## config.mk

```make
export PLATFORM = sky130hd
export DESIGN_NAME = tmds_decoder
export DESIGN_NICKNAME = d
export VERILOG_FILES = /design/src/rtl/tmds_decoder.sv
export SDC_FILE = /design/constraint.sdc
export NUM_CORES = 1
export LEC_CHECK = 0
export ABC_CLOCK_PERIOD_IN_PS = 2600
export BUFFER_PORTS_ARGS = -buffer_cell sky130_fd_sc_hd__buf_2
export CAP_MARGIN = 15
export CORE_MARGIN = 2
export CORE_UTILIZATION = 55
export CTS_CLUSTER_DIAMETER = 80
export DETAILED_ROUTE_END_ITERATION = 8
export PLACE_DENSITY = 0.78
export SLEW_MARGIN = 10
export SYNTH_ARGS = -nofsm -noshare
export SYNTH_HDL_FRONTEND = slang
export SYNTH_SLANG_ARGS = --single-unit
export TNS_END_PERCENT = 1
```

## constraint.sdc

```tcl
create_clock -name i_clk -period 2.6 [get_ports i_clk]
set_clock_uncertainty 0.2 [all_clocks]
set_input_delay 0.26 -clock i_clk [delete_from_list [all_inputs] [get_ports i_clk]]
set_output_delay 0.26 -clock i_clk [all_outputs]
set_load 0.01 [all_outputs]
```

## src/rtl/tmds_decoder.sv

```systemverilog
// Receive-side TMDS channel decoder: two-stage symbol decode plus a word-alignment
// FSM that hunts for control-token runs and steers the deserialiser bitslip.
module tmds_decoder #(
    parameter int CTRL_RUN       = 8,
    parameter int SEARCH_TIMEOUT = 4096,
    parameter int SLIP_WAIT      = 8,
    parameter int LOCK_TIMEOUT   = 4096
) (
    input  logic       i_clk,
    input  logic       i_rst,
    input  logic [9:0] i_tmds,
    output logic [7:0] o_pixel,
    output logic [1:0] o_ctrl,
    output logic       o_de,
    output logic       o_locked,
    output logic       o_bitslip
);

    localparam int RUN_W   = $clog2(CTRL_RUN + 1);
    localparam int TMO_MAX = (SEARCH_TIMEOUT > LOCK_TIMEOUT) ? SEARCH_TIMEOUT : LOCK_TIMEOUT;
    localparam int TMO_W   = (TMO_MAX > 1) ? $clog2(TMO_MAX) : 1;
    localparam int SW_W    = (SLIP_WAIT > 1) ? $clog2(SLIP_WAIT) : 1;

    localparam logic [9:0] TokC0 = 10'b1101010100;
    localparam logic [9:0] TokC1 = 10'b0010101011;
    localparam logic [9:0] TokC2 = 10'b0101010100;
    localparam logic [9:0] TokC3 = 10'b1010101011;

    localparam logic [1:0] StSearch = 2'd0;
    localparam logic [1:0] StSlip   = 2'd1;
    localparam logic [1:0] StLocked = 2'd2;

    logic [9:0]       tmds_q, tmds_d;
    logic             tok_q, tok_d;
    logic [7:0]       pixel_q, pixel_d;
    logic [1:0]       ctrl_q, ctrl_d;
    logic             de_q, de_d;
    logic [1:0]       state_q, state_d;
    logic [RUN_W-1:0] run_q, run_d;
    logic [TMO_W-1:0] tmo_q, tmo_d;
    logic [SW_W-1:0]  sw_q, sw_d;
    logic             bitslip_q, bitslip_d;

    logic       run_event;
    logic       run_clr;
    logic       locked;
    logic [7:0] q;
    logic [7:0] dec;
    logic [1:0] ctrl_dec;

    assign locked    = (state_q == StLocked);
    assign run_event = tok_q && (run_q == RUN_W'(CTRL_RUN - 1));

    // Stage 1: capture the raw symbol and whether it is one of the four control tokens.
    always_comb begin
        tmds_d = i_tmds;
        tok_d  = (i_tmds == TokC0) || (i_tmds == TokC1) ||
                 (i_tmds == TokC2) || (i_tmds == TokC3);
    end

    // Stage 2: undo the optional inversion, then the XOR/XNOR transition chain.
    always_comb begin
        q      = tmds_q[9] ? ~tmds_q[7:0] : tmds_q[7:0];
        dec    = 8'h00;
        dec[0] = q[0];
        for (int n = 1; n < 8; n++) begin
            dec[n] = tmds_q[8] ? (q[n] ^ q[n-1]) : ~(q[n] ^ q[n-1]);
        end

        case (tmds_q)
            TokC0:   ctrl_dec = 2'b00;
            TokC1:   ctrl_dec = 2'b01;
            TokC2:   ctrl_dec = 2'b10;
            TokC3:   ctrl_dec = 2'b11;
            default: ctrl_dec = ctrl_q;
        endcase

        pixel_d = tok_q ? pixel_q : dec;
        ctrl_d  = tok_q ? ctrl_dec : ctrl_q;
        de_d    = !tok_q && locked;
    end

    always_comb begin
        state_d   = state_q;
        tmo_d     = tmo_q;
        sw_d      = sw_q;
        bitslip_d = 1'b0;
        run_clr   = 1'b0;
        case (state_q)
            StSearch: begin
                if (run_event) begin
                    state_d = StLocked;
                    tmo_d   = '0;
                end else if (tmo_q == TMO_W'(SEARCH_TIMEOUT - 1)) begin
                    state_d   = StSlip;
                    tmo_d     = '0;
                    sw_d      = '0;
                    bitslip_d = 1'b1;
                    run_clr   = 1'b1;
                end else begin
                    tmo_d = tmo_q + 1'b1;
                end
            end
            StSlip: begin
                // Deserialiser output is unreliable while it settles; count nothing.
                tmo_d   = '0;
                run_clr = 1'b1;
                if (sw_q == SW_W'(SLIP_WAIT - 1)) begin
                    state_d = StSearch;
                end else begin
                    sw_d = sw_q + 1'b1;
                end
            end
            StLocked: begin
                if (run_event) begin
                    tmo_d = '0;
                end else if (tmo_q == TMO_W'(LOCK_TIMEOUT - 1)) begin
                    state_d = StSearch;
                    tmo_d   = '0;
                    run_clr = 1'b1;
                end else begin
                    tmo_d = tmo_q + 1'b1;
                end
            end
            default: begin
                state_d = StSearch;
                tmo_d   = '0;
                run_clr = 1'b1;
            end
        endcase
    end

    // Saturating run length; the event fires only on the transition into CTRL_RUN.
    always_comb begin
        if (run_clr || !tok_q) begin
            run_d = '0;
        end else if (run_q != RUN_W'(CTRL_RUN)) begin
            run_d = run_q + 1'b1;
        end else begin
            run_d = run_q;
        end
    end

    always_ff @(posedge i_clk) begin
        if (i_rst) begin
            tmds_q    <= '0;
            tok_q     <= 1'b0;
            pixel_q   <= '0;
            ctrl_q    <= '0;
            de_q      <= 1'b0;
            state_q   <= StSearch;
            run_q     <= '0;
            tmo_q     <= '0;
            sw_q      <= '0;
            bitslip_q <= 1'b0;
        end else begin
            tmds_q    <= tmds_d;
            tok_q     <= tok_d;
            pixel_q   <= pixel_d;
            ctrl_q    <= ctrl_d;
            de_q      <= de_d;
            state_q   <= state_d;
            run_q     <= run_d;
            tmo_q     <= tmo_d;
            sw_q      <= sw_d;
            bitslip_q <= bitslip_d;
        end
    end

    assign o_pixel   = pixel_q;
    assign o_ctrl    = ctrl_q;
    assign o_de      = de_q;
    assign o_locked  = locked;
    assign o_bitslip = bitslip_q;

endmodule

```

After elaboration in Yosys (flattened, before gate mapping) --
Index checks and enable logic that the tools add are counted.
Storage, ports and cells: input bits 12, logic and storage cells 90, flip-flop bits (word level) 44
Operators by class: bitwise logic cells 17, reductions and logical operators 17, equal/unequal tests 21, muxes and demuxes 22, add/sub/neg operators 3
Operators with widths (count):
- == test 10 bit, second input constant | 4
- == test 10 x 8 -> 1 bit, second input constant | 2
- == test 10 x 9 -> 1 bit, second input constant | 2
- adder 12 x 1 -> 12 bit, second input constant | 1
- == test 12 bit, second input constant | 1
- two-way mux 1 bit | 10
- two-way mux 2 bit | 5
- != test 2 bit, second input constant | 5
- two-way mux 3 bit | 3
- NOT 1 bit | 9
- two-way mux 8 bit | 1
- NOT 8 bit | 1
- case mux 2 bit (4 select lines) | 1
- AND reduction 4 bit | 2
- XOR 1 bit | 7
- case mux 2 bit (3 select lines) | 1
- case mux 3 bit (2 select lines) | 1
- OR reduction 2 bit | 3
- adder 4 x 1 -> 4 bit, second input constant | 1
- == test 4 x 3 -> 1 bit, second input constant | 1
- logical OR 1 bit | 4
- != test 4 bit, second input constant | 1
- nonzero test 4 bit | 1
- OR reduction 4 bit | 1
- 11 further kinds | 12

Depth between registers and ports, before layout --
depth in word-level cells 6, depth in mapped cells 6, mapped depth without buffers 6

Worst setup path after synthesis --
No wires, ideal clock.
path type register -> register, start reg tmo_q[0], end reg tmo_q[10], arrival time 1.463 ns, stages on the path, launching flop included 7, setup slack 0.823 ns, data required time 2.285 ns, clock period less this slack 1.777 ns, setup time 0.115 ns, path buffers 1, cell sequence dfxtp_1 -> ha_1 -> nand2_1 -> or4_4 -> nand3b_4 -> buf_6 -> nor2_1
Between the ends: cells in the longest elaborated chain, start to end 2, elaborated cells on any way between the ends 3, those cells by class add/sub: 1; eq/ne: 1; reduce/logical: 1
Ends and longest elaborated chain:
- start: declaration | RTL line 40 | logic [TMO_W-1:0] tmo_q, tmo_d;
- start signal: assignment | RTL line 164 | tmo_q <= tmo_d;
- parallel branches: the longest is 2 deep, another holds adder 12 x 1 -> 12 bit
Several ways; the timed one is not identified. A chain may end at the register's enable or synchronous reset.

Worst setup path after layout --
start reg tmo_q[0], end reg sw_q[1]
Between the ends: cells in the longest elaborated chain, start to end 3
Ends and longest elaborated chain:
- == test 12 bit | RTL line 94 | end else if (tmo_q == TMO_W'(SEARCH_TIMEOUT - 1)) begin
- != test 2 bit (no source line)
- AND reduction 4 bit (no source line)
- end signal: assignment | RTL line 165 | sw_q <= sw_d;
- end: declaration | RTL line 41 | logic [SW_W-1:0] sw_q, sw_d;
No other way between the ends.

==> impl_metrics.tcl <==
set metrics [dict create \
    placed_cell_area_sq_um 2100 \
    tritoncts "yes" \
    synth_ff_type "dfxtp_1" \
    h-tree-depth 2 \
    critPathArrivalTime_ns 1.97 \
    drive_above_1_share_pct 16.1 \
    ff2ff_path_depth 5 \
    cts_sinks 44 \
    p_per_area_nw_per_um2 548 \
    final_nets 264 \
    grt_overflow 0 \
    synthToLayoutAreaGrowth_pct 16.2 \
    reg2reg_slack_ns 0.69 \
    place_ws_ns 0.713 \
    hp-class "input port to flip-flop" \
    grt_pass1_vias 1319 \
    cts-root-buf "clkbuf_4" \
    syn_inst 213 \
    drc 0 \
    drv_cap 0 \
    std_cell_rows 21 \
    path_max_fanout 5 \
    fin_area_sq_um 2280 \
    synth.avg_cell_area_sq_um 9.19 \
    critPathLaunchType "flip-flop" \
    num_vias 1489 \
    finalHoldViolCount 0 \
    antenna_found_initial 0 \
    cts_buffers 5 \
    cellLeakagePower_uw 0.000930 \
    post-route-period-util_pct 73.6 \
    end_kind "flip-flop" \
    setup_slack_ns 0.688 \
    finalSetupViolCount 0 \
    dr.pass1.iters 4 \
    multi_input_area_sq_um 1010 \
    reg2reg_to "sw_q[1]" \
    yosys_register_bits 44 \
    setup_tns_ns 0 \
    rsz0062_at_grt "false" \
    crit_required_ns 2.65 \
    fmax_ghz 0.523 \
    clk_pin_slew_worst_paths_ns 0.13 \
    ys_types 40 \
    vdd_drop_max_mv 0.382 \
    cts_buffer_depth 2 \
    seq_area_sq_um 881 \
    place.gp.congestion 0.759 \
    hpwl_mm 2.40 \
    die_h_um 63.7 \
    fillers 285 \
    min-delay-start "i_rst" \
    viasPerCell 5.06 \
    min_period_ns 1.91 \
    regToRegStartpoint "tmo_q[0]" \
    whs_path_depth 2 \
    slew_violations 0 \
    grt_max_degree 29 \
    min_to "tmds_q[4]" \
    synth_area_sq_um 1960 \
    fp.dieW_um 63.7 \
    portBuffers 24 \
    wl_per_cell_um 11.4 \
    synth_nets 230 \
    outcome "complete, no violations" \
    antenna_left 0 \
    final_core_util_pct 67.1 \
    initial_core_util_pct 57.8 \
    max_slew_margin_pct 63.0 \
    grt_usage_pct 18.2 \
    drt_iter0_markers 61 \
    path_class "flip-flop to flip-flop" \
    post_cts_buffers 0 \
    cts_repair_resize_count 0 \
    synth-edff-count 0 \
    drt-total-wl_mm 3.35 \
    yosysWarnings 0 \
    diodes 0 \
    worstMarginPinSlew_ns 0.547 \
    pin_count 25 \
    grt_first_pass_wirelength_mm 5.81 \
    synthArstFlopShare_pct 0 \
    die_area_sq_um 4050 \
    synth-seq-area-share_pct 45.0 \
    coreArea_sq_um 3390 \
    clk_latency_ns 0.35 \
]
[registers in the layout (all words and copies together), names as in the netlist, 2 cells and up]
register	cells
o_pixel	8
state_q	2
o_ctrl	2
sw_q	3
tmo_q	12
tmds_q	10
run_q	4
[cell usage after synthesis, types with 2 or more instances]
cell type,number,area share [%]
nand3_1,8,2.0
xor2_1,12,5.4
xnor2_1,12,5.4
o21ai_0,2,0.51
inv_1,5,0.96
nand2_1,28,5.4
nand3b_1,2,0.77
and3_1,3,0.96
dfxtp_1,44,45
nor2_1,18,3.5
nand2b_1,3,0.96
nand4_1,5,1.6
a21oi_1,16,4.1
nor2b_1,11,3.5
clkbuf_1,5,0.96
nor4b_1,3,1.3
ha_1,5,3.2
a41o_1,2,1.0
nand4bb_1,2,1.2
nor3b_1,3,1.2
nor3_1,5,1.3
[per-layer routing]
layer / share of wire, % / up-vias / global-route usage [%]
li1: - / 795 / -
met1: 51 / 670 / 23.5
met2: 44 / 20 / 29.2
met3: 3.4 / 4 / 5.18
met4: 1.2 / 0 / 5.71
met5: 0 / - / 0
[through the flow]
stage	total power, uW	instances	hold WS, ns
2_1_floorplan	811	213	0.188
3_3_place_gp	840	276	0.239
3_5_place_dp	842	276	0.249
4_1_cts	1260	294	0.132
5_1_grt	1300	294	0.158
6_report	1250	294	0.137
[timing repair]
item	CTS	global route
endpoints found under the hold margin	11	0
hold buffers	10	0
endpoints found under the setup margin	0	0
[cell type report]
type / instances / area share, %
clock inverter: 3 / 1.87
clock buffer: 5 / 1.65
timing repair buffer: 35 / 10.0
tap: 46 / 2.53
sequential: 44 / 38.7
multi-input combinational: 156 / 44.4
inverter: 5 / 0.825
[cells by family after synthesis]
family | after synthesis | synth area share (%)
compound gates | 25 | 8.50
flops | 44 | 45.0
buf+inv | 13 | 3.39
fa+ha+maj | 5 | 3.19
xor+xnor | 24 | 10.7
simple gates | 102 | 29.2
[layout by cell type, fill, tap and decap left out, types with 3 or more instances in the layout]
| cell | count |
|---|---|
| buf_2 | 24 |
| nand2b_1 | 3 |
| inv_1 | 5 |
| nor2_1 | 18 |
| nand3_1 | 8 |
| nor2b_1 | 11 |
| clkbuf_4 | 5 |
| a21oi_1 | 16 |
| dfxtp_1 | 44 |
| nand4_1 | 5 |
| nor4b_1 | 3 |
| xor2_1 | 12 |
| and3_1 | 3 |
| nor3b_1 | 3 |
| ha_1 | 5 |
| xnor2_1 | 12 |
| nand2_1 | 28 |
| dlygate4sd3_1 | 10 |
| nor3_1 | 5 |
[critical path, stage by stage, from the launching register on]
cell	delay, ns
dfxtp_1	0.40
ha_1	0.23
nand2_1	0.13
nor4_1	0.39
nand2_1	0.19
a41o_1	0.28
[worst max path at each step]
stage / from / end / slack (ns)
floorplan: tmo_q[0] / tmo_q[10] / 0.82
global placement: tmo_q[0] / run_q[0] / 0.78
detailed placement: tmo_q[0] / sw_q[1] / 0.71
CTS: tmo_q[0] / sw_q[1] / 0.70
global route: tmo_q[0] / sw_q[1] / 0.55
finish: tmo_q[0] / sw_q[1] / 0.69
[power breakdown]
group,switching [uW],total (uW),internal [uW]
Sequential,21.3,723,702
Combinational,52.4,115,62.1
Clock,209,410,201
Total,283,1250,964
Power figures use the tool's default switching activity.
